`src/rtl/stack16_ctrl.sv`:
```
// Sequencer between the execute stage and a sync-read 16-bit stack unit.
// Turns PUSH/POP/CALL/RET requests into stack pulses, guards depth and pop timeout.
module stack16_ctrl #(
  parameter int DEPTH_MAX   = 256,
  parameter int POP_TIMEOUT = 8,
  localparam int DW = $clog2(DEPTH_MAX + 1)
) (
  input  logic          clk,
  input  logic          rst,
  input  logic          req_valid,
  output logic          req_ready,
  input  logic [1:0]    req_op,
  input  logic [15:0]   req_data,
  output logic          rsp_valid,
  input  logic          rsp_ready,
  output logic [1:0]    rsp_op,
  output logic [15:0]   rsp_data,
  output logic [1:0]    rsp_fault,
  output logic          stk_push,
  output logic          stk_pop,
  output logic [15:0]   stk_push_data,
  input  logic [15:0]   stk_pop_data,
  input  logic          stk_pop_valid,
  output logic [DW-1:0] depth,
  output logic          fault_sticky,
  input  logic          fault_clr
);

  typedef enum logic [1:0] {IDLE, ISSUE, WAIT_POP, RESP} state_t;

  localparam logic [DW-1:0] DMAX   = DW'(DEPTH_MAX);
  localparam logic [3:0]    TMO_LAST = 4'(POP_TIMEOUT - 1);

  state_t     state;
  logic [3:0] tmo;
  logic       req_is_push;

  // op[0]==0 selects the push-type ops (PUSH, CALL)
  assign req_is_push = ~req_op[0];

  always_ff @(posedge clk or posedge rst) begin
    if (rst) begin
      state         <= IDLE;
      req_ready     <= 1'b0;
      rsp_valid     <= 1'b0;
      rsp_op        <= 2'b00;
      rsp_data      <= 16'h0000;
      rsp_fault     <= 2'b00;
      stk_push      <= 1'b0;
      stk_pop       <= 1'b0;
      stk_push_data <= 16'h0000;
      depth         <= '0;
      fault_sticky  <= 1'b0;
      tmo           <= 4'd0;
    end else begin
      stk_push <= 1'b0;
      stk_pop  <= 1'b0;
      if (fault_clr) fault_sticky <= 1'b0;
      case (state)
        IDLE: begin
          req_ready <= 1'b1;
          if (req_valid && req_ready) begin
            req_ready <= 1'b0;
            rsp_op    <= req_op;
            if (req_is_push && depth == DMAX) begin
              state        <= RESP;
              rsp_valid    <= 1'b1;
              rsp_fault    <= 2'b01;
              rsp_data     <= req_data;
              fault_sticky <= 1'b1;
            end else if (!req_is_push && depth == '0) begin
              state        <= RESP;
              rsp_valid    <= 1'b1;
              rsp_fault    <= 2'b10;
              rsp_data     <= 16'h0000;
              fault_sticky <= 1'b1;
            end else begin
              state     <= ISSUE;
              rsp_fault <= 2'b00;
              rsp_data  <= req_is_push ? req_data : 16'h0000;
              if (req_is_push) begin
                stk_push      <= 1'b1;
                stk_push_data <= req_data;
              end else begin
                stk_pop <= 1'b1;
              end
            end
          end
        end
        ISSUE: begin
          if (!rsp_op[0]) begin
            depth     <= depth + 1'b1;
            state     <= RESP;
            rsp_valid <= 1'b1;
          end else begin
            depth <= depth - 1'b1;
            state <= WAIT_POP;
            tmo   <= 4'd0;
          end
        end
        WAIT_POP: begin
          if (stk_pop_valid) begin
            rsp_data  <= stk_pop_data;
            state     <= RESP;
            rsp_valid <= 1'b1;
          end else if (tmo == TMO_LAST) begin
            // lost pop_valid: the stack already moved SP, so depth stays decremented
            rsp_data     <= 16'h0000;
            rsp_fault    <= 2'b11;
            state        <= RESP;
            rsp_valid    <= 1'b1;
            fault_sticky <= 1'b1;
          end else begin
            tmo <= tmo + 4'd1;
          end
        end
        RESP: begin
          if (rsp_ready) begin
            rsp_valid <= 1'b0;
            state     <= IDLE;
            req_ready <= 1'b1;
          end
        end
        default: state <= IDLE;
      endcase
    end
  end

endmodule

```
`config.mk`:
```
export PLATFORM = sky130hd
export DESIGN_NAME = stack16_ctrl
export DESIGN_NICKNAME = d
export VERILOG_FILES = /design/src/rtl/stack16_ctrl.sv
export SDC_FILE = /design/constraint.sdc
export NUM_CORES = 1
export LEC_CHECK = 0
export CORE_MARGIN = 4
export CORE_UTILIZATION = 30
export DETAILED_ROUTE_END_ITERATION = 7
export GPL_TIMING_DRIVEN = 1
export PLACE_DENSITY = 0.55
export SLEW_MARGIN = 20
export SYNTH_ARGS = -nofsm -noshare
export SYNTH_HDL_FRONTEND = slang
export SYNTH_SLANG_ARGS = --single-unit
```
`constraint.sdc`:
```
create_clock -name clk -period 2.5 [get_ports clk]
set_clock_uncertainty 0.15 [all_clocks]
set_input_delay 0.5 -clock clk [delete_from_list [all_inputs] [get_ports clk]]
set_output_delay 0.5 -clock clk [all_outputs]
set_load 0.05 [all_outputs]
```
; Word-level counts from Yosys, hierarchy flattened
; Index checks and enable logic that the tools add are counted.
[word_totals]
register_bits = 56
inputBits = 40
out_inout_bits = 50
[op_classes]
add_sub_neg = 3
n_eq_ne = 14
mux = 53
bitwise_logic = 3
n_reduce_logical = 16
[ops]
columns = operator, count
row1 = $mux 16, 6
row2 = $pmux 16 s2, 1
row3 = $mux 1, 26
row4 = $mux 2, 10
row5 = $ne 2x2->1 const B, 7
row6 = $mux 4, 3
row7 = $reduce_and 5->1, 2
row8 = $add 9x1->9 const B, 1
row9 = $eq 9x9->1 const B, 1
row10 = $logic_not 9->1, 1
row11 = $mux 9, 1
row12 = $sub 9x1->9 const B, 1
row13 = $pmux 2 s4, 1
row14 = $pmux 4 s2, 1
row15 = $reduce_and 4->1, 2
row16 = $ne 3x3->1 const B, 2
row17 = $reduce_and 3->1, 2
row18 = $reduce_bool 2->1, 3
row19 = $add 4x1->4 const B, 1
row20 = $eq 2x2->1 const B, 2
row21 = $eq 4x3->1 const B, 1
row22 = $pmux 1 s2, 2
row23 = $pmux 1 s4, 1
row24 = $pmux 2 s2, 1
row25 = other kinds (5), 10

; Depth between registers and ports, before layout
[depth]
depth_word = 6
mapped_depth = 8
ltp_nobuf = 7

; Worst setup path after synthesis
; OpenSTA, ideal clock, no wires.
[synth_path]
path_kind = flip-flop to flip-flop
start = reg rsp_op[0]
end = reg depth[5]
arrival_ps = 2067
setup_slack_ps = 158
path_stages_with_launch = 7
path_buffers = 0
period_less_slack_ps = 2342
path_cell_list = dfrtp_1 ha_1 a21oi_1 nand2_1 a311oi_1 xnor2_1 mux2_2
[synth_between]
elab_chain_cells = 1
[synth_lines]
columns = element, line_no
row1 = start: declaration, 16  ; output logic [1:0] rsp_op,
row2 = start signal: assignment, 64  ; rsp_op <= req_op;
row3 = $mux 9, 91  ; if (!rsp_op[0]) begin
row4 = end signal: assignment, 92  ; depth <= depth + 1'b1;
row5 = end signal: assignment, 96  ; depth <= depth - 1'b1;
row6 = end: declaration, 24  ; output logic [DW-1:0] depth,
; Every way passes these cells.
; A chain may end at the register's enable or synchronous reset.

; Worst setup path in the final report
[layout_path]
start = reg depth[1]
end = out depth[1]
; No word-level cell between the ends.

==> impl_metrics.csv <==
group,metric,value,unit
outcome,run_status,"complete, no violations",
global_route,number_of_global_route_vias_before_repair,2347,
sta,maxClockFrequency,436.3,MHz
sta,final-max-slew-violation-count,0,
route,wl,7579,um
setup_path,worstPathMaxFanout,5,
route,drc_errors,0,
floorplanning,chipHeight,106.2,um
yosys,syn-instance-count,263,
final_layout,post_layout_nonfiller_instances,489,
power_and_ir_drop,vdd_ir_drop_max,0.0008432,V
floorplanning,fp-row-count,35,
sta,fin_tns_setup,0,ns
global_route,grt_overflow,0,
power_and_ir_drop,power.density,1472,nW/um^2
final_layout,num_antenna_cells,0,
yosys,seq_area_frac_synth,0.4848,
global_route,grt_first_pass_wirelength,12180,um
power_and_ir_drop,final_total_pwr,5.998,mW
sta,finalHoldViolCount,0,
setup_path,endpoint_kind,"primary output",
sta,layout_min_cycle_time,2.292,ns
job,cap_viol_max_count,0,
clocking,cts_made_buffers,5,
route,drt_first_pass_iters,4,
floorplanning,initial_utilization,0.3099,
clocking,ctsRootBufferMaster,"sky130_fd_sc_hd__clkbuf_8",
route,detail_route.vias_per_cell,4.728,
yosys,synth-main-ff-cell,"sky130_fd_sc_hd__dfrtp_1",
global_route,grt_start_max_net_pins,57,
final_layout,area_growth,40.95,%
clocking,path_clk_slew,0.11,ns
clocking,htree_levels,2,
floorplanning,ios,90,
sta,final.hold.worst_slack,0.3387,ns
clocking,cts.repair.resized,0,
floorplanning,core_area,9328,um^2
final_layout,layout_cells_sized_above_1,0.1306,
yosys,synth.cell_area,2890,um^2
yosys,synth-edff-count,0,
sta,final_min_period_over_clock_period,0.9168,
power_and_ir_drop,total_leakage_power,1.699,nW
yosys,synth_warnings,0,
place,place.port_buffers,89,
setup_path,crit_buf_inv,1,
sta,rsz_0062_raised_after_global_routing,"no",
place,place_hpwl,5541,um
yosys,asyncSetResetFlopFracSynth,1.000,
route,avgRoutedWirePerCell,15.50,um
route,total_number_of_vias,2312,
final_layout,finish.net_count,412,
yosys,post_synth_most_frequent_cells,"sky130_fd_sc_hd__dfrtp_1 (56), sky130_fd_sc_hd__nand2_1 (31), sky130_fd_sc_hd__o21ai_0 (26), sky130_fd_sc_hd__a22oi_1 (16)",
yosys,postSynthAreaPerCell,10.99,um^2
clocking,cts_buffer_depth,2,
final_layout,fillerInstances,927,
clocking,cts.sinks,56,
place,gpl.final_weighted_congestion,0.7474,
setup_path,worst_path_dominant_cell_family,"buffers and inverters",
clocking,tritoncts,"yes",
worst_hold_path,timing.hold.worst.class,"flop to flop",
floorplanning,floorplan.die_area,11270,um^2
sta,setup-violations-final,0,
setup_path,critPathKind,"flop to primary output",
setup_path,crit_path_top_delay_cell,"sky130_fd_sc_hd__clkdlybuf4s50_1",
yosys,synthDistinctLibCells,47,
yosys,synthMostInstantiatedCell,"sky130_fd_sc_hd__dfrtp_1",
sta,worst_slew_pin_slew,0.5316,ns
clocking,insertion_delay,0.31,ns
setup_path,max_stage_delay,0.85,ns
setup_path,critical_path.cell_chain,"clkdlybuf4s50_1",
global_route,antenna_found_initial,0,
sta,timing.max_slew.rel_slack,0.6445,
yosys,yosys.area.top_type,"sky130_fd_sc_hd__dfrtp_1",
place,placed_cells_incl_taps,481,
yosys,synthTopCellsByArea,"sky130_fd_sc_hd__dfrtp_1 (48%), sky130_fd_sc_hd__ha_1 (5.2%), sky130_fd_sc_hd__mux2_4 (4.7%)",
yosys,synth_top_area_share,0.4848,
floorplanning,die_width,106.2,um
setup_path,timing.critical_path.arrival,1.64,ns
setup_path,worst-endpoint-required,1.85,ns
route,antenna_left,0,
route,initialDrtViolationCount,79,
global_route,groute.usage.overall,0.1324,
clocking,cts_hold_buf,0,
yosys,synth.ff_latch_count,56,
setup_path,startpoint_class_of_the_critical_path,"flop",
yosys,mappedNetlistNets,316,
clocking,cts_setup_buffers,0,
-- cell usage in the layout (no fill, tap or decap), drive strengths merged, types with 2 or more instances in the layout --
cell type and count:
clkbuf 6, dfrtp 56, ha 12, and2 2, buf 12, nor3 3, nand4b 2, a21oi 8
a21o 2, nand4 3, nand2 31, a211oi 3, inv 8, nand3 8, nor2 12, a22oi 16
xnor2 3, nor2b 6, nor4 2, a211o 2, xor2 3, clkdlybuf4s50 88, o21a 4, mux2 21
nand2b 2, a311oi 2, a2bb2oi 2, o21ai 26
-- routing by layer --
layer / track usage / part of all wire / wire length (um)
met2: 0.2086 / 0.44 / 3328
met3: 0.03157 / 0.064 / 487
met4: 0.02220 / 0.0063 / 48
met5: 0 / 0 / 0
met1: 0.1878 / 0.49 / 3714
-- path summary, 6_finish.rpt --
path / from / end / slack, ns / cells after the start
max: depth[1] / depth[1] / 0.21 / 1
min: rsp_data[12] / rsp_data[12] / 0.34 / 2
max reg2reg: rsp_op[0] / depth[6] / 0.28 / 7
min reg2reg: rsp_data[12] / rsp_data[12] / 0.34 / 2
max in group asynchronous: rst / stk_push_data[15] / 1.53 / 3
min in group asynchronous: rst / rsp_data[7] / 0.40 / 3
-- worst register-to-register path: stages, from the launching register on --
cell	delay, ns
sky130_fd_sc_hd__dfrtp_1	0.58
sky130_fd_sc_hd__inv_1	0.12
sky130_fd_sc_hd__fa_1	0.48
sky130_fd_sc_hd__nor2b_1	0.18
sky130_fd_sc_hd__o31a_1	0.20
sky130_fd_sc_hd__o21a_1	0.15
sky130_fd_sc_hd__nor3_1	0.05
sky130_fd_sc_hd__o31ai_1	0.23
-- report_power, final --
| group | switching [mW] | internal (mW) | total [mW] |
|---|---|---|---|
| clock network | 0.300 | 0.200 | 0.500 |
| logic | 2.37 | 1.52 | 3.89 |
| registers | 0.319 | 1.29 | 1.61 |
-- cell type report --
class                      instances  area, um^2  share of cell area
clock buffer                       6       72.57             0.01781
timing repair buffer             100       996.0              0.2445
tap                              129       161.4             0.03962
clock inverter                     2       16.27            0.003993
sequential                        56        1401              0.3440
multi-input combinational        188        1396              0.3428
inverter                           8       30.03            0.007371
-- registers in the layout, indices dropped and copies added (netlist names) --
signal	count
rsp_data	16
stk_push_data	16
depth	9
tmo	4
rsp_fault	2
rsp_op	2
state	2
fault_sticky	1
req_ready	1
rsp_valid	1
stk_pop	1
stk_push	1
-- cells by family (layout without fill, tap and decap cells) --
family | after synthesis | count (layout) | synth area share
adders and majority gates | 13 | 13 | 0.05887
buffers and inverters | 19 | 116 | 0.03203
xor gates and xnor gates | 6 | 6 | 0.01819
and+or+nand+nor | 75 | 75 | 0.1390
muxes | 22 | 22 | 0.09697
AOI/OAI and AO/OA | 72 | 72 | 0.1701
DFF | 56 | 56 | 0.4848
-- stage by stage --
stage / utilization / instance area (um^2) / setup slack, ns
2_1_floorplan: - / 2890 / 0.1584
3_3_place_gp: 0.4272 / 3985 / 0.1743
3_5_place_dp: 0.4272 / 3985 / 0.1354
4_1_cts: 0.4368 / 4074 / 0.1851
5_1_grt: 0.4368 / 4074 / 0.09289
6_report: 0.4368 / 4074 / 0.2081
Power figures use the tool's default switching activity.
